<file path="config.mk">
export PLATFORM = sky130hd
export DESIGN_NAME = tpu_cmd_sequencer
export DESIGN_NICKNAME = d
export VERILOG_FILES = /design/src/rtl/tpu_pkg.sv /design/src/rtl/strobe_gap_timer.sv /design/src/rtl/tpu_cmd_sequencer.sv
export SDC_FILE = /design/constraint.sdc
export NUM_CORES = 1
export LEC_CHECK = 0
export CAP_MARGIN = 25
export CELL_PAD_IN_SITES_DETAIL_PLACEMENT = 0
export CELL_PAD_IN_SITES_GLOBAL_PLACEMENT = 1
export CORE_AREA = 2 2 63 65
export CTS_CLUSTER_SIZE = 12
export DETAILED_ROUTE_END_ITERATION = 12
export DIE_AREA = 0 0 65 67
export GPL_ROUTABILITY_DRIVEN = 0
export PLACE_DENSITY_LB_ADDON = 0.1
export SLEW_MARGIN = 30
export SYNTH_ARGS = -nofsm -noshare
export SYNTH_HDL_FRONTEND = slang
export SYNTH_SLANG_ARGS = --single-unit
</file>
<file path="constraint.sdc">
create_clock -name clk -period 2.4 [get_ports clk]
set_input_delay 0.48 -clock clk [delete_from_list [all_inputs] [get_ports clk]]
set_output_delay 0.48 -clock clk [all_outputs]
set_load 0.005 [all_outputs]
</file>
<file path="src/rtl/tpu_pkg.sv">
// Shared types and header field positions for the TPU command sequencer.
package tpu_pkg;

  localparam int unsigned HDR_W      = 8;
  localparam int unsigned OP_MSB     = 7;
  localparam int unsigned OP_LSB     = 6;
  localparam int unsigned RSV_MSB    = 5;
  localparam int unsigned RSV_LSB    = 2;
  localparam int unsigned CNT_MSB    = 1;
  localparam int unsigned CNT_LSB    = 0;
  localparam int unsigned N_STROBE   = 4;
  localparam int unsigned LOAD_BYTES = 4;

  // Opcode value doubles as the strobe index: write, accu, clear, read.
  typedef enum logic [1:0] {
    OP_LOAD  = 2'd0,
    OP_ACCUM = 2'd1,
    OP_CLEAR = 2'd2,
    OP_READ  = 2'd3
  } op_e;

  typedef enum logic [2:0] {
    ST_IDLE     = 3'd0,
    ST_LOAD_GET = 3'd1,
    ST_STROBE   = 3'd2,
    ST_GAP      = 3'd3,
    ST_SETTLE   = 3'd4,
    ST_DONE     = 3'd5
  } state_e;

  function automatic op_e hdr_op(input logic [HDR_W-1:0] hdr);
    return op_e'(hdr[OP_MSB:OP_LSB]);
  endfunction

  function automatic logic hdr_rsv_bad(input logic [HDR_W-1:0] hdr);
    return |hdr[RSV_MSB:RSV_LSB];
  endfunction

endpackage

</file>
<file path="src/rtl/strobe_gap_timer.sv">
// One-cycle strobe generator plus a loadable down-counter that times the
// post-pulse gap and the LOAD settle window.
module strobe_gap_timer #(
  parameter int unsigned CNT_W = 3
) (
  input  logic             clk,
  input  logic             rst,
  input  logic             fire_i,
  input  logic [1:0]       sel_i,
  input  logic             load_i,
  input  logic [CNT_W-1:0] load_val_i,
  output logic [3:0]       strobe_o,
  output logic             expired_c
);

  logic [3:0]       strobe_q, strobe_d;
  logic [CNT_W-1:0] cnt_q, cnt_d;

  // Strobe is high for exactly the cycle after fire_i; counter saturates at 0.
  always_comb begin
    strobe_d = '0;
    cnt_d    = cnt_q;
    if (fire_i) begin
      strobe_d = 4'(4'b0001 << sel_i);
    end
    if (load_i) begin
      cnt_d = load_val_i;
    end else if (cnt_q != '0) begin
      cnt_d = cnt_q - CNT_W'(1);
    end
  end

  always_ff @(posedge clk or negedge rst) begin
    if (!rst) begin
      strobe_q <= '0;
      cnt_q    <= '0;
    end else begin
      strobe_q <= strobe_d;
      cnt_q    <= cnt_d;
    end
  end

  assign strobe_o  = strobe_q;
  assign expired_c = (cnt_q == '0);

endmodule

</file>
<file path="src/rtl/tpu_cmd_sequencer.sv">
// Converts a byte command stream into the TPU core's strobe/data pin protocol,
// spacing every strobe by PULSE_GAP idle cycles.
module tpu_cmd_sequencer
  import tpu_pkg::*;
#(
  parameter int unsigned PULSE_GAP   = 3,
  parameter int unsigned LOAD_SETTLE = 8
) (
  input  logic       clk,
  input  logic       rst,
  input  logic [7:0] in_data,
  input  logic       in_valid,
  output logic       in_ready,
  output logic [7:0] tpu_data,
  output logic       tpu_write,
  output logic       tpu_accu,
  output logic       tpu_clear,
  output logic       tpu_read,
  output logic       busy,
  output logic       cmd_done,
  output logic       cmd_err
);

  localparam int unsigned MAX_CNT = (PULSE_GAP > LOAD_SETTLE) ? PULSE_GAP : LOAD_SETTLE;
  localparam int unsigned CNT_W   = (MAX_CNT > 2) ? $clog2(MAX_CNT) : 1;
  // Counter runs N-1..0, giving N cycles in the timed state (minimum 1).
  localparam logic [CNT_W-1:0] GAP_LOAD    = CNT_W'((PULSE_GAP > 0) ? PULSE_GAP - 1 : 0);
  localparam logic [CNT_W-1:0] SETTLE_LOAD = CNT_W'((LOAD_SETTLE > 0) ? LOAD_SETTLE - 1 : 0);

  state_e           state_q, state_d;
  op_e              op_q, op_d;
  logic [1:0]       byte_cnt_q, byte_cnt_d;
  logic [1:0]       rd_cnt_q, rd_cnt_d;
  logic [7:0]       data_q, data_d;
  logic             in_ready_q, in_ready_d;
  logic             busy_q, busy_d;
  logic             done_q, done_d;
  logic             err_q, err_d;

  logic             hs_c;
  logic             fire_c;
  logic             tmr_load_c;
  logic [CNT_W-1:0] tmr_val_c;
  logic             tmr_expired_c;
  logic [3:0]       strobe_w;

  assign hs_c = in_valid & in_ready_q;

  always_ff @(posedge clk or negedge rst) begin
    if (!rst) begin
      state_q    <= ST_IDLE;
      op_q       <= OP_LOAD;
      byte_cnt_q <= '0;
      rd_cnt_q   <= '0;
      data_q     <= '0;
      in_ready_q <= 1'b1;
      busy_q     <= 1'b0;
      done_q     <= 1'b0;
      err_q      <= 1'b0;
    end else begin
      state_q    <= state_d;
      op_q       <= op_d;
      byte_cnt_q <= byte_cnt_d;
      rd_cnt_q   <= rd_cnt_d;
      data_q     <= data_d;
      in_ready_q <= in_ready_d;
      busy_q     <= busy_d;
      done_q     <= done_d;
      err_q      <= err_d;
    end
  end

  always_comb begin
    state_d    = state_q;
    op_d       = op_q;
    byte_cnt_d = byte_cnt_q;
    rd_cnt_d   = rd_cnt_q;
    data_d     = data_q;
    done_d     = 1'b0;
    err_d      = 1'b0;
    fire_c     = 1'b0;
    tmr_load_c = 1'b0;
    tmr_val_c  = GAP_LOAD;

    unique case (state_q)
      ST_IDLE: begin
        if (hs_c) begin
          if (hdr_rsv_bad(in_data)) begin
            err_d = 1'b1;
          end else begin
            op_d = hdr_op(in_data);
            if (op_d == OP_LOAD) begin
              state_d    = ST_LOAD_GET;
              byte_cnt_d = '0;
            end else begin
              state_d = ST_STROBE;
              fire_c  = 1'b1;
              if (op_d == OP_READ) begin
                rd_cnt_d = in_data[CNT_MSB:CNT_LSB];
              end
            end
          end
        end
      end

      ST_LOAD_GET: begin
        if (hs_c) begin
          data_d  = in_data;
          state_d = ST_STROBE;
          fire_c  = 1'b1;
        end
      end

      ST_STROBE: begin
        state_d    = ST_GAP;
        tmr_load_c = 1'b1;
        tmr_val_c  = GAP_LOAD;
      end

      // Gap exit decides between next payload byte, next read pulse, settle or done.
      ST_GAP: begin
        if (tmr_expired_c) begin
          if (op_q == OP_LOAD) begin
            if (byte_cnt_q != 2'(LOAD_BYTES - 1)) begin
              byte_cnt_d = byte_cnt_q + 2'd1;
              state_d    = ST_LOAD_GET;
            end else begin
              state_d    = ST_SETTLE;
              tmr_load_c = 1'b1;
              tmr_val_c  = SETTLE_LOAD;
            end
          end else if ((op_q == OP_READ) && (rd_cnt_q != 2'd0)) begin
            rd_cnt_d = rd_cnt_q - 2'd1;
            state_d  = ST_STROBE;
            fire_c   = 1'b1;
          end else begin
            state_d = ST_DONE;
            done_d  = 1'b1;
          end
        end
      end

      ST_SETTLE: begin
        if (tmr_expired_c) begin
          state_d = ST_DONE;
          done_d  = 1'b1;
        end
      end

      ST_DONE: begin
        state_d = ST_IDLE;
      end

      default: begin
        state_d = ST_IDLE;
      end
    endcase

    in_ready_d = (state_d == ST_IDLE) || (state_d == ST_LOAD_GET);
    busy_d     = (state_d != ST_IDLE);
  end

  strobe_gap_timer #(
    .CNT_W (CNT_W)
  ) u_timer (
    .clk        (clk),
    .rst        (rst),
    .fire_i     (fire_c),
    .sel_i      (op_d),
    .load_i     (tmr_load_c),
    .load_val_i (tmr_val_c),
    .strobe_o   (strobe_w),
    .expired_c  (tmr_expired_c)
  );

  assign in_ready  = in_ready_q;
  assign tpu_data  = data_q;
  assign tpu_write = strobe_w[0];
  assign tpu_accu  = strobe_w[1];
  assign tpu_clear = strobe_w[2];
  assign tpu_read  = strobe_w[3];
  assign busy      = busy_q;
  assign cmd_done  = done_q;
  assign cmd_err   = err_q;

endmodule

</file>
======== After elaboration in Yosys (flattened, before gate mapping) ========
Cells that the tools add are included.
storage, ports and cells
  bits in registers ....................... 28
  input port bits ......................... 11
  ROM bits ................................ 0
  memories kept ........................... 0
  bits in writable memories ............... 0
  word-level logic and storage cells ...... 105
  latch bits .............................. 0
cells by class
  equal/unequal tests ..................... 18
  magnitude comparators ................... 0
  div/mod/pow operators ................... 0
  multiplexer cells ....................... 55
  shifts and indexed selects .............. 1
  reduce and logical (&&, ||, !) cells .... 16
  $mul .................................... 0
  add/subtract/negate cells ............... 3
  bitwise logic cells ..................... 1
operators by type and width
  operator                                                               count
  3-bit 2-to-1 mux                                                       14
  2-bit 2-to-1 mux                                                       17
  2-bit inequality test, second input constant                           11
  1-bit 2-to-1 mux                                                       17
  3-bit one-hot mux with 5 select lines                                  1
  3-bit zero test                                                        3
  2-bit one-hot mux with 2 select lines                                  2
  8-bit AND reduction                                                    1
  7-bit AND reduction                                                    1
  3-bit by 1-bit equality test with 1-bit output, second input constant  2
  3-bit by 2-bit equality test with 1-bit output, second input constant  2
  2-bit nonzero test                                                     3
  3-bit nonzero test                                                     2
  2-bit equality test, second input constant                             2
  2-bit zero test                                                        2
  4-bit 2-to-1 mux                                                       1
  1-bit one-hot mux with 2 select lines                                  2
  4-bit OR reduction                                                     1
  1-bit by 2-bit left shift with 4-bit output, first input constant      1
  3-bit equality test, second input constant                             1
  1-bit one-hot mux with 3 select lines                                  1
  3-bit by 1-bit subtractor with 3-bit output, second input constant     1
  2-bit by 1-bit adder with 2-bit output, second input constant          1
  2-bit AND reduction                                                    1
  4 further kinds                                                        4

======== Logic depth before layout (Yosys ltp) ========
Gate-level depths: netlist (run 1).
  depth after elaboration ................. 8
  depth in mapped cells ................... 7
  mapped depth without buffers ............ 6

======== By module ========
Synthesis (run 1) repeated with hierarchy kept, for this count alone.
second synthesis, totals
  cell total of the unflattened synthesis .. 127
  area total of the unflattened synthesis .. 1475.2 um^2
modules (own cells, without submodules)
  module             seq. area each (um^2)  cells an instance  times used  area an instance (um^2)
  tpu_cmd_sequencer  526.8                  97                 1           1144.8
  strobe_gap_timer   175.2                  30                 1           330.3

======== Worst setup path after synthesis (run 1) ========
No wires, ideal clock.
  path kind ............................... input to register
  start ................................... input in_data[3]
  end ..................................... register rd_cnt_q[1]
  arrival time ............................ 1.998 ns
  setup time .............................. 0.125 ns
  path slack .............................. 0.278 ns
  data required time ...................... 2.275 ns
  cell stages on the path ................. 5
  path buffers ............................ 1
  cells stage by stage .................... or4_4 > or3_1 > buf_6 > a21oi_1 > mux2_2
on the way
  cells in the longest elaborated chain, start to end .. 3
RTL lines
  what                             RTL line                 source
  start: declaration               tpu_cmd_sequencer.sv:11  input logic [7:0] in_data,
  4-bit OR reduction               tpu_pkg.sv:36            return |hdr[RSV_MSB:RSV_LSB];
  2-bit inequality test (no line)  -
  8-bit AND reduction (no line)    -
  end signal: assignment           tpu_cmd_sequencer.sv:64  rd_cnt_q <= rd_cnt_d;
  end: declaration                 tpu_cmd_sequencer.sv:33  logic [1:0] rd_cnt_q, rd_cnt_d;
No other way between the ends.
A chain may end at the register's enable or synchronous reset.

======== Worst setup path in the final report (run 1) ========
Same ends and word-level chain as after synthesis.

==> flow_metrics.py, run 1 <==
metrics = {
    "detailed_routing": {
        "via_per_inst": 5.05,
        "postRouteAntennaNets": 0,
        "num_vias": 1066,
        "post-route-drc-count": 0,
        "routed_wl_microns": 2930,
        "first_pass_iters": 4,
        "drtIter0Drc": 44,
        "wl_per_cell_microns": 13.9,
    },
    "hold_path": {
        "holdPathEnd": "byte_cnt_q[0]",
        "hold_depth": 1,
        "min_from": "byte_cnt_q[0]",
        "holdCritPathClass": "reg2reg",
    },
    "layout": {
        "diodes": 0,
        "nets": 179,
        "drive_gt1_share_pct": 16.0,
        "layoutNonFillerInstCount": 211,
        "fin_util_pct": 49.8,
        "syn2layout_area_growth_pct": 31.3,
    },
    "cts": {
        "hold_buffers": 0,
        "clockRootBuffer": "clkbuf_8",
        "cts_made_buffers": 3,
        "clock_sinks": 28,
        "clk_pin_slew_ns": 0.09,
        "cts_setup_buffers": 0,
        "clock_latency_ns": 0.27,
        "h-tree-depth": 1,
        "cts_tree": "yes",
        "clockBufferDepth": 2,
        "ctsResizeCount": 0,
    },
    "worst_setup_path": {
        "critPathLaunch": "in_data[3]",
        "crit_path_end_kind": "register",
        "worstReg2RegEnd": "rd_cnt_q[1]",
        "cp_slowest_cell": "or4_4",
        "timing.rr.start": "state_q[0]",
        "reg2reg_depth": 4,
        "crit_path_cell_trace": "clkdlybuf4s50_1 -> or4_4 -> or3_1 -> a21oi_1 -> mux2_2",
        "critical_path_class": "in2reg",
        "worstSetupStartpointType": "input pin",
        "max_stage_delay_ns": 0.53,
        "worstPathRequired_ns": 2.56,
        "arrival_ns": 2.37,
        "cp_max_fo": 4,
        "r2r_slack_ns": 0.44,
    },
    "pwr": {
        "p_per_area_nw_per_um2": 1130,
        "power.leakage_nw": 0.763,
        "ir_worst_vdd_v": 0.000414,
    },
    "sta": {
        "rsz0062_at_grt": "false",
        "setup_viol": 0,
        "max_slew.worst_pin.slew_ns": 0.605,
        "hold_viol_final": 0,
        "fin_hold_ws_ns": 0.490,
        "relSlewSlack_pct": 59.1,
        "fin_skew_ns": 0.00687,
        "fin_crit_ns": 2.21,
        "max_freq_mhz": 453,
        "setup_tns_ns": 0,
        "finalCritPeriodShare_pct": 92.1,
        "slew_violations": 0,
    },
    "floorplanning": {
        "io_pins": 27,
        "coreArea_sq_um": 3610,
        "initial_utilization_pct": 37.9,
        "die_w_microns": 65,
        "die_y_microns": 67,
        "dieArea_sq_um": 4360,
        "row_count": 22,
    },
    "synthesis": {
        "syn-num-nets": 144,
        "syn_area_sq_um": 1370,
        "yosysTopAreaCell": "dfrtp_1",
        "yosysWarnings": 0,
        "synth_cells": 129,
        "ys_ff_latch": 28,
        "synth_cell_types": 34,
        "yosysSeqAreaShare_pct": 51.4,
        "synth_top_area_share_pct": 49.5,
        "synth_area_leaders": "dfrtp_1 (49%), mux2_2 (7.4%), a21oi_1 (3.7%), ha_1 (3.7%), nand2_1 (3.6%)",
        "syn_avg_cell_area_sq_um": 10.6,
    },
    "global_route": {
        "grt_antenna_before_repair": 0,
        "gr-usage-all-layers_pct": 15.5,
        "grt_pass1_vias": 1153,
        "grt-ovfl-total": 0,
        "grt_pass1_wl_microns": 5210,
        "grt_max_degree": 29,
    },
    "place": {
        "hpwlAfterDp_microns": 2220,
        "placedCellCount": 207,
        "port_buffers": 26,
    },
    "job": {
        "drv_cap": 0,
    },
    "run_status": {
        "status": "complete, no violations",
    },
}
-- power by group --
group          switching (mW)  total [mW]  internal [mW]
sequential              0.136       0.802          0.666
combinational           0.392       0.858          0.466
clock                   0.148       0.371          0.223
total                   0.676        2.03           1.35
-- worst max-delay path, delay by kind of cell --
family / cells / cell delay [ns]
simple gates: 2 / 0.97
buf+inv: 1 / 0.42
mux: 1 / 0.34
compound gates: 1 / 0.16
-- flip-flops by register name, summed over array words and instances, names as in the netlist, 2 cells and up --
name              flops
op_q                  2
tpu_data              8
rd_cnt_q              2
u_timer.strobe_o      4
state_q               3
byte_cnt_q            2
u_timer.cnt_q         3
-- cell families after synthesis --
logic type               share of synthesized area, %
adder cells (fa/ha/maj)                          3.66
XOR/XNOR                                        0.641
multiplexers                                     7.42
AND/OR/NAND/NOR                                  22.4
AO/OA/AOI/OAI                                    11.1
buffers and inverters                            3.39
flip-flops                                       51.4
-- through the flow --
| stage | area (sq um) | power, mW | worst slack (ns) |
|---|---|---|---|
| floorplan | 1370 | 1.31 | 0.278 |
| global placement | 1720 | 1.65 | -0.0803 |
| detailed placement | 1720 | 1.66 | -0.110 |
| CTS | 1790 | 2.05 | 0.191 |
| global route | 1790 | 2.21 | 0.133 |
| finish | 1790 | 2.03 | 0.190 |
-- cell type report --
class,count,area (sq um)
timing repair buffer,34,320
inverter,6,22.5
fill,338,1810
multi-input combinational,91,618
tap,48,60.1
clock buffer,3,41.3
sequential,28,702
clock inverter,1,30.0
-- cells in the mapped netlist --
cell type and n:
or3_1 3, a221oi_1 1, or3b_2 2, nand4_1 2, ha_1 4, o211ai_1 1, nand3_1 2, mux2_2 9
nor2b_1 3, dfstp_2 1, dfrtp_1 27, nor4_1 2, xnor2_1 1, o21ai_0 6, nor3b_1 1, a2111o_1 1
nand2_1 13, a21oi_1 10, nor2_1 6, o21ai_1 1, nand2b_1 2, and3b_1 3, nor3_1 3, a31oi_1 2
nand3b_1 6, buf_2 1, nor4b_1 2, buf_6 1, or4_4 1, clkbuf_1 2, inv_1 6, o22a_1 2
or4b_2 1, o41ai_1 1
-- cell usage in the layout, fill, tap and decap left out, types with 4 or more instances in the layout --
master / instances
inv_1: 6
dfrtp_1: 27
nor2_1: 6
nand2_1: 13
clkdlybuf4s50_1: 26
buf_4: 8
mux2_2: 9
ha_1: 4
a21oi_1: 10
o21ai_0: 6
nand3b_1: 6
-- metal layers --
metal	wire length (microns)	share of wire, %	GRT usage (%)
met1	1350	46	19.2
met2	1450	49	27.6
met3	113	3.9	2.87
met4	20	0.68	4.52
met5	0	0	0
-- worst max-delay path by stage --
| stage | to | slack [ns] |
|---|---|---|
| finish | rd_cnt_q[1] | 0.19 |
| detailed placement | rd_cnt_q[1] | -0.11 |
| CTS | rd_cnt_q[1] | 0.19 |
| global placement | rd_cnt_q[1] | -0.08 |
| floorplan | rd_cnt_q[1] | 0.28 |
| global route | rd_cnt_q[1] | 0.13 |
No activity file was read; power rests on OpenSTA's default activity.
==> run 2: changes to the inputs <==
ABC_CLOCK_PERIOD_IN_PS = 2400   (was default)
==> results of run 2 <==
The final DEF is identical to that of run 1; final timing and power are the same.
